`config.mk`:
```
export PLATFORM = sky130hd
export DESIGN_NAME = hpdmc_rdcapture
export DESIGN_NICKNAME = d
export VERILOG_FILES = /design/src/rtl/hpdmc_rdcapture.sv
export SDC_FILE = /design/constraint.sdc
export NUM_CORES = 1
export LEC_CHECK = 0
export ABC_CLOCK_PERIOD_IN_PS = 5130
export CORE_MARGIN = 2
export CORE_UTILIZATION = 46
export DETAILED_ROUTE_END_ITERATION = 8
export HOLD_SLACK_MARGIN = 0.08
export PLACE_DENSITY = 0.85
export SETUP_SLACK_MARGIN = 0.3
export SLEW_MARGIN = 15
export SYNTH_ARGS = -nofsm -noshare
export SYNTH_HDL_FRONTEND = slang
export SYNTH_SLANG_ARGS = --single-unit
```
`constraint.sdc`:
```
create_clock -name sys_clk -period 5.13 [get_ports sys_clk]
set_input_delay 0.513 -clock sys_clk [delete_from_list [all_inputs] [get_ports sys_clk]]
set_output_delay 0.513 -clock sys_clk [all_outputs]
set_load 0.01 [all_outputs]
```
`src/rtl/hpdmc_rdcapture.sv`:
```
// Read-data capture for the DDR SDRAM controller: finds the CAS-delayed burst
// window and packs each rising/falling DQ beat pair into one registered word.
module hpdmc_rdcapture #(
    parameter int DQ_WIDTH = 16,
    parameter int BURST    = 4,
    parameter int MAX_LAT  = 7
) (
    input  logic                  sys_clk,
    input  logic                  sys_rst_n,
    input  logic                  read_issue,
    input  logic [2:0]            cas_lat,
    input  logic [DQ_WIDTH-1:0]   iddr_q0,
    input  logic [DQ_WIDTH-1:0]   iddr_q1,
    input  logic                  clr_err,
    output logic [2*DQ_WIDTH-1:0] rd_data,
    output logic                  rd_valid,
    output logic                  rd_last,
    output logic                  overrun
);

    localparam int CW = (BURST > 1) ? $clog2(BURST) : 1;

    typedef enum logic {IDLE, CAPTURE} state_t;

    state_t             state, state_n;
    logic [CW-1:0]      cnt, cnt_n;
    logic [MAX_LAT:1]   dly;
    logic [2:0]         lat;
    logic               tap, capture, last, ovr_set;

    // dly[i] is read_issue delayed by i cycles
    always_ff @(posedge sys_clk or negedge sys_rst_n) begin
        if (!sys_rst_n) begin
            dly <= '0;
        end else begin
            dly[1] <= read_issue;
            for (int i = 2; i <= MAX_LAT; i++) dly[i] <= dly[i-1];
        end
    end

    always_comb begin
        lat = cas_lat;
        if (cas_lat == 3'd0)
            lat = 3'd1;
        else if (int'(cas_lat) > MAX_LAT)
            lat = 3'(MAX_LAT);
    end

    always_comb begin
        tap = 1'b0;
        for (int i = 1; i <= MAX_LAT; i++)
            if (int'(lat) == i) tap = dly[i];
    end

    always_ff @(posedge sys_clk or negedge sys_rst_n) begin
        if (!sys_rst_n) begin
            state <= IDLE;
            cnt   <= '0;
        end else begin
            state <= state_n;
            cnt   <= cnt_n;
        end
    end

    always_comb begin
        state_n = state;
        cnt_n   = cnt;
        capture = 1'b0;
        last    = 1'b0;
        ovr_set = 1'b0;
        case (state)
            IDLE: begin
                if (tap) begin
                    capture = 1'b1;
                    cnt_n   = CW'(1);
                    state_n = CAPTURE;
                end
            end
            CAPTURE: begin
                capture = 1'b1;
                if (cnt == CW'(BURST - 1)) begin
                    last = 1'b1;
                    if (tap) begin
                        cnt_n = CW'(1);
                    end else begin
                        cnt_n   = '0;
                        state_n = IDLE;
                    end
                end else if (tap) begin
                    // New burst arrived early: drop the old one, this beat starts the new one
                    ovr_set = 1'b1;
                    cnt_n   = CW'(1);
                end else begin
                    cnt_n = cnt + CW'(1);
                end
            end
            default: state_n = IDLE;
        endcase
    end

    always_ff @(posedge sys_clk or negedge sys_rst_n) begin
        if (!sys_rst_n) begin
            rd_data  <= '0;
            rd_valid <= 1'b0;
            rd_last  <= 1'b0;
            overrun  <= 1'b0;
        end else begin
            rd_valid <= capture;
            rd_last  <= last;
            if (capture) rd_data <= {iddr_q0, iddr_q1};
            overrun  <= ovr_set | (overrun & ~clr_err);
        end
    end

endmodule

```
==> impl_summary.txt <==
----------------------------------------------------
[Drt]
  Number of vias per cell ... 4.80
  WL/cell ... 15.3 um
  Total number of vias ... 1081
  Drt initial violations ... 47
  DR pass1 iterations ... 2
  Post-route DRC ... 0
  Number of routed nets with antenna violations ... 0
  Final routed wirelength across all metal layers ... 3440 um

[Placed design]
  GP Congestion ... 0.726
  Dpl cell area ... 0.00253 mm^2
  Number of port buffers ... 73
  Detailed-placement wirelength estimate ... 2470 um

[Worst setup path]
  Start of the worst register-to-register path ... dly[6]
  Number of stages on the worst setup path ... 6
  Worst r2r path cells ... 5
  CP bufs+invs ... 2
  Startpoint types ... input port
  Critical Path, Cell by Cell ... clkdlybuf4s50_1 -> mux2i_1 -> mux4_2 -> nor2b_4 -> buf_12 -> mux2_4
  Capture instance of the worst register-to-register path ... rd_data[30]
  Worst setup slack for register-to-register paths ... 3.14 ns
  CP max stage cell ... sky130_fd_sc_hd__clkdlybuf4s50_1
  Largest driver fanout on the critical path ... 22
  CP Capture Type ... flip-flop
  Start-to-end type of the worst setup path ... in2reg
  CP required ... 5.31 ns
  Delay of the slowest cell on the worst path ... 0.55 ns
  Data arrival time of the critical path ... 2.64 ns
  Cell class contributing the biggest share of worst-path delay ... multiplexers

[STA]
  Final hold vios ... 0
  Min cycle time layout ... 2.46 ns
  Max Transition Viols Final ... 0
  Number of endpoints failing setup at the final stage ... 0
  Setup_tns ... 0 ns
  RSZ-0062 raised after global routing ... false
  Maximum clock frequency ... 406 MHz
  Slew of the pin with the lowest slew margin ... 0.952 ns
  Final period util ... 0.480
  Normalized max-slew margin ... 0.365
  Final setup skew ... 0.00408 ns

[Finish]
  Fin nets ... 216
  Final-layout fill cell count ... 255
  Number of antenna repair diodes ... 0
  Share of final-layout standard cells stronger than drive strength 1 ... 0.249
  Syn-to-layout area delta ... 47.1%
  Finished Cell Area ... 0.00267 mm^2
  Sequential cell area in the final layout ... 0.00113 mm^2
  Area occupied by multi-input gates ... 606 um^2
  Fraction of the core area covered by cells at the end of the flow ... 0.718

[Die]
  DIE AREA ... 0.00446 mm^2
  Floorplan die width ... 66.8 um
  Count of standard-cell rows ... 22
  Top-Level Pins ... 74
  Height of the chip ... 66.8 um
  Area of the core ... 0.00372 mm^2
  Initial core utilization ... 0.488

[GRT]
  Global-route met1 utilization ... 0.191
  Met2 track demand over resource ... 0.279
  Total overflow reported by the global router ... 0
  Tot GR Track Use ... 0.162
  Global-route wire length before repair ... 5200 um
  Pin count of the biggest net entering global routing ... 46
  Global Route met3 Usage ... 0.0608
  Vias in the first global route ... 1106
  Number of antenna violations at the first check in global routing ... 0
  Grt peak-use layer ... met2

[Synth]
  Synth area leaders ... sky130_fd_sc_hd__dfrtp_1 62%, sky130_fd_sc_hd__mux2_4 24%, sky130_fd_sc_hd__buf_12 3.3%, sky130_fd_sc_hd__mux2_2 1.9%, sky130_fd_sc_hd__mux2i_1 1.7%
  Part of the Yosys area used for sequential elements ... 0.621
  Post-synth net total ... 139
  Number of warnings reported in the yosys synthesis log ... 0
  Post-synthesis cell count ... 99
  Unique cell type count in the Yosys netlist ... 17
  Library cell occupying the most area in the post-synthesis netlist ... sky130_fd_sc_hd__dfrtp_1
  Area of the mapped netlist ... 0.00181 mm^2
  Synth Area per Inst ... 18.3 um^2
  Share of Yosys cell area claimed by the top area cell type ... 0.621
  Register bit total from synthesis ... 45

[Clock tree]
  PostCTS Resize Cnt ... 0
  # clock sinks ... 45
  Root cell of the clock tree ... sky130_fd_sc_hd__clkbuf_8
  Hold bufs inserted after CTS ... 0
  Worst-skew pair later-pin latency ... 0.29 ns
  Maximum level of the CTS H-tree ... 2
  Clock-pin transition on the worst setup and hold timing paths ... 0.08 ns
  Clock tree from TritonCTS ... yes
  Number of buffers inserted during clock tree synthesis ... 5
  Buffer count from post-CTS setup fixing ... 0
  Maximum number of buffers from clock root to sink ... 2

[Run]
  Count of maximum capacitance violations ... 0

[Power]
  Lkg Pwr ... 0.00116 uW
  Pwr per Cell Area ... 371 mW/mm^2
  Worst-case vdd ir drop ... 0.000230 V

[Worst hold path]
  Hold WC Path Type ... in2async

[Status]
  Run status ... finished clean

----------------------------------------------------
sequential cells by signal, indices dropped and copies added, names as in the netlist:
name and count:
cnt 2, dly 7, overrun 1, rd_data 32
rd_last 1, rd_valid 1, state 1
power breakdown:
group          internal, uW  leakage (uW)  total, uW  switching [uW]
logic                   180      0.000576        278            98.0
registers               409      0.000522        443            34.0
clock network           158     0.0000574        270             112
total                   747       0.00116        990             244
area by class of cell:
class	instances	area share
Tap cell	48	0.0225
Inverter	3	0.00422
Sequential cell	45	0.422
Clock buffer	6	0.0309
Timing Repair Buffer	74	0.279
Multi-Input combinational cell	47	0.227
Clock inverter	2	0.0141
cells by family (layout without fill, tap and decap cells):
logic type	after synthesis	in the layout	share of synthesized area
AO/OA/AOI/OAI	3	3	0.0117
adder cells (fa/ha/maj)	1	1	0.00690
buffers and inverters	7	85	0.0455
flip-flops	45	45	0.621
multiplexers	36	36	0.288
AND/OR/NAND/NOR	7	7	0.0276
cell usage after synthesis:
| master | instances |
|---|---|
| sky130_fd_sc_hd__a21boi_0 | 1 |
| sky130_fd_sc_hd__buf_6 | 1 |
| sky130_fd_sc_hd__nand3b_1 | 1 |
| sky130_fd_sc_hd__buf_12 | 3 |
| sky130_fd_sc_hd__inv_1 | 3 |
| sky130_fd_sc_hd__o211ai_1 | 1 |
| sky130_fd_sc_hd__nand2_1 | 1 |
| sky130_fd_sc_hd__mux2_4 | 29 |
| sky130_fd_sc_hd__and2_1 | 1 |
| sky130_fd_sc_hd__mux2i_1 | 3 |
| sky130_fd_sc_hd__dfrtp_1 | 45 |
| sky130_fd_sc_hd__ha_1 | 1 |
| sky130_fd_sc_hd__nand2b_1 | 3 |
| sky130_fd_sc_hd__mux2_2 | 3 |
| sky130_fd_sc_hd__o22ai_1 | 1 |
| sky130_fd_sc_hd__nor2b_4 | 1 |
| sky130_fd_sc_hd__mux4_2 | 1 |
per-layer routing:
metal / vias up / wire (um)
met5: - / 0
met4: 0 / 12
met3: 3 / 272
met2: 53 / 1690
met1: 532 / 1460
li1: 493 / -
placed cells by master, fill, tap and decap left out, types with 3 or more instances in the layout:
cell	instances
sky130_fd_sc_hd__clkbuf_8	6
sky130_fd_sc_hd__clkdlybuf4s50_1	72
sky130_fd_sc_hd__dfrtp_1	45
sky130_fd_sc_hd__inv_1	3
sky130_fd_sc_hd__mux2_2	3
sky130_fd_sc_hd__mux2_4	29
sky130_fd_sc_hd__mux2i_1	3
sky130_fd_sc_hd__nand2b_1	3
worst max path at each step:
stage / start / endpoint / slack [ns]
4_1_cts: cas_lat[0] / rd_data[1] / 2.29
6_report: cas_lat[0] / rd_data[30] / 2.67
3_5_place_dp: cas_lat[0] / rd_data[1] / 1.97
5_1_grt: cas_lat[0] / rd_data[16] / 2.60
2_1_floorplan: cas_lat[0] / rd_data[10] / 3.19
3_3_place_gp: cas_lat[0] / rd_data[1] / 2.06
worst reg2reg max path, cell delays in order, from the launching register on:
cell	delay, ns
sky130_fd_sc_hd__dfrtp_1	0.39
sky130_fd_sc_hd__mux2i_1	0.14
sky130_fd_sc_hd__mux4_2	0.31
sky130_fd_sc_hd__nor2b_4	0.45
sky130_fd_sc_hd__buf_12	0.27
sky130_fd_sc_hd__mux2_4	0.33
metrics by stage:
stage          hold slack, ns  std cells  setup WS, ns  power, uW
2_1_floorplan           0.217         99          3.19        598
3_3_place_gp            0.360        216          2.06        714
3_5_place_dp            0.363        216          1.97        725
4_1_cts                 0.389        224          2.29        998
5_1_grt                 0.402        225          2.60       1050
6_report                0.373        225          2.67        990
Power figures use the tool's default switching activity.
==> RTL change: new RTL, same flow settings <==
`BURST`: 4 -> 8.
--- a/src/rtl/hpdmc_rdcapture.sv
+++ b/src/rtl/hpdmc_rdcapture.sv
@@ -2,7 +2,7 @@
 // window and packs each rising/falling DQ beat pair into one registered word.
 module hpdmc_rdcapture #(
     parameter int DQ_WIDTH = 16,
-    parameter int BURST    = 4,
+    parameter int BURST    = 8,
     parameter int MAX_LAT  = 7
 ) (
     input  logic                  sys_clk,
Check against the original RTL: not equivalent (a bounded check fails within 10 cycles, from zero or initial values and one cycle with sys_rst_n low).
==> RTL change against the unedited design <==
  * Global-route usage grew 0.80 points
  * Sequential power fell by 3%
  * Via count rose by 3.6%
  * Maximum frequency fell by 1.8%
  * Worst setup slack got worse by 0.046 ns
  * Total power fell by 11%
  * Wire length up 6.7%
  * Count of clock-buffer cells in the layout is 1 lower
  * Combinational power shrank 31%
  * Sequential share of layout area is 0.14 points higher
  * Cell area rose by 1.9%
  * Area after synthesis increased by 3.2%
  * Sequential cell count increased by 1
  * Final cell count up 3.1%
  * Highest routed layer unchanged
==> RTL change: results (changes against the unedited design) <==
set qor(status) {finished clean}
set qor(timing.max_slew.rel_slack_pct) 35.6 ;# -0.95 points
set qor(clock_tree.root_cell) {sky130_fd_sc_hd__clkbuf_8}
set qor(first_iter_violations) 65 ;# +38%
set qor(static-leakage-power_uw) 0.00118 ;# +2.1%
set qor(clkLatencyLatePin_ns) 0.30
set qor(synthesis.yosys.warnings) 0 ;# unchanged
set qor(synthArstFlopShare_pct) 100 ;# unchanged
set qor(initial_drt_pass_iterations) 4 ;# +2
set qor(grt_first_pass_wirelength_um) 5530 ;# +6.5%
set qor(yosysSeqAreaShare_pct) 61.5 ;# -0.61 points
set qor(critical_path_arrival_ns) 2.70 ;# +0.06 ns
set qor(synthTopCellsByCount) {sky130_fd_sc_hd__dfrtp_1, sky130_fd_sc_hd__mux2_4, sky130_fd_sc_hd__nand2b_1}
set qor(ir_drop_mv) 0.206 ;# -11%
set qor(htree_num_levels) 2 ;# unchanged
set qor(place.port_buffers) 73 ;# unchanged
set qor(hpwl_um) 2590 ;# +5.1%
set qor(cts_resized) 0 ;# unchanged
set qor(reg_top3) {rd_data x32, dly x7, cnt x3}
set qor(num-nets-final) 222 ;# +2.8%
set qor(cts-buffers-inserted) 5 ;# unchanged
set qor(timing.critical_path.fanout_max) 22 ;# unchanged
set qor(gp_routability_congestion) 0.697 ;# -4.0%
set qor(antennaDiodeCount) 0 ;# unchanged
set qor(synth_fp_nets) 145 ;# +4.3%
set qor(worstHoldPathType) {in2async}
set qor(main_synth_ff_type) {sky130_fd_sc_hd__dfrtp_1}
set qor(netlist-cell-type-count) 17 ;# unchanged
set qor(via_count_of_the_first_global_routing_pass) 1157 ;# +4.6%
set qor(cts_setup_buffers) 0 ;# unchanged
set qor(clock_skew_after_layout_ns) 0.00809 ;# +0.00401 ns
set qor(grt_start_max_net_pins) 47 ;# +2.2%
set qor(grt_overall_usage_pct) 17.0 ;# +0.80 points
set qor(total_vias_in_the_final_route) 1120 ;# +3.6%
set qor(synthTopCellsByArea) {sky130_fd_sc_hd__dfrtp_1, sky130_fd_sc_hd__mux2_4, sky130_fd_sc_hd__buf_12, sky130_fd_sc_hd__mux2_2, sky130_fd_sc_hd__mux2i_1}
set qor(drt-wirelength-per-cell_um) 15.8 ;# +3.5%
set qor(final_layout_size_suffix_gt1_share_pct) 24.2 ;# -0.68 points
[RTL change: changes by cell type in the layout (fill, tap and decap cells not counted)]
cell	delta
sky130_fd_sc_hd__nand3b_1	+1
sky130_fd_sc_hd__nand2b_1	+1
sky130_fd_sc_hd__clkinv_2	+2
sky130_fd_sc_hd__clkbuf_8	-1
sky130_fd_sc_hd__dfrtp_1	+1
sky130_fd_sc_hd__clkinvlp_4	-1
sky130_fd_sc_hd__a21boi_0	+1
sky130_fd_sc_hd__ha_1	+1
[RTL change: per-layer routing]
metal	vias up	track usage, %	share of wire, %
met5	-	0	0
met4	0	8.25	1.0
met3	5	5.10	10
met2	60	25.5	46
met1	546	22.6	42
li1	509	-	-
[RTL change: final timing paths]
| kind | end | start | slack, ns | cells past startpoint |
|---|---|---|---|---|
| max in group asynchronous | rd_data[6] | sys_rst_n | 4.17 | 1 |
| max reg2reg | rd_data[2] | dly[3] | 3.07 | 5 |
| min reg2reg | dly[7] | dly[6] | 0.39 | 0 |
| max | rd_data[2] | cas_lat[0] | 2.62 | 6 |
| min in group sys_clk | dly[7] | dly[6] | 0.39 | 0 |
| min | rd_data[14] | sys_rst_n | 0.36 | 1 |
[RTL change: logic make-up (layout without fill, tap and decap cells)]
family	after synthesis	in the layout	synth area share [%]
AO/OA/AOI/OAI	4	4	1.54
multiplexers	36	36	27.9
flip-flops	46	46	61.5
adder cells (fa/ha/maj)	2	2	1.34
buffers and inverters	7	85	4.41
AND/OR/NAND/NOR	9	9	3.41
[RTL change: through the flow]
stage / cells / hold slack [ns] / area (sq um) / total power (uW) / worst slack [ns]
2_1_floorplan: 104 / 0.217 / 1870 / 526 / 3.18
3_3_place_gp: 223 / 0.367 / 2590 / 613 / 2.07
3_5_place_dp: 223 / 0.364 / 2590 / 625 / 1.94
4_1_cts: 231 / 0.390 / 2700 / 888 / 2.28
5_1_grt: 232 / 0.403 / 2720 / 927 / 2.51
6_report: 232 / 0.359 / 2720 / 883 / 2.62
[RTL change: power breakdown]
part	internal (uW)	switching, uW
clock network	143	120
registers	401	26.6
logic	124	67.8
total	669	214
[RTL change: worst max-delay path: stages]
cell and delay (ns):
sky130_fd_sc_hd__clkdlybuf4s50_1 0.56, sky130_fd_sc_hd__mux2i_1 0.21, sky130_fd_sc_hd__mux4_2 0.31, sky130_fd_sc_hd__nor2b_4 0.48, sky130_fd_sc_hd__buf_12 0.27, sky130_fd_sc_hd__mux2_2 0.35
[RTL change: final cells by class]
cell class,count,area [sq um]
multi-input cells,51,639
well taps,50,62.6
flip-flops and latches,46,1150
inverters,3,11.3
clock inverters,3,40.0
fillers,253,1250
clock buffers,5,68.8
repair buffers,74,746
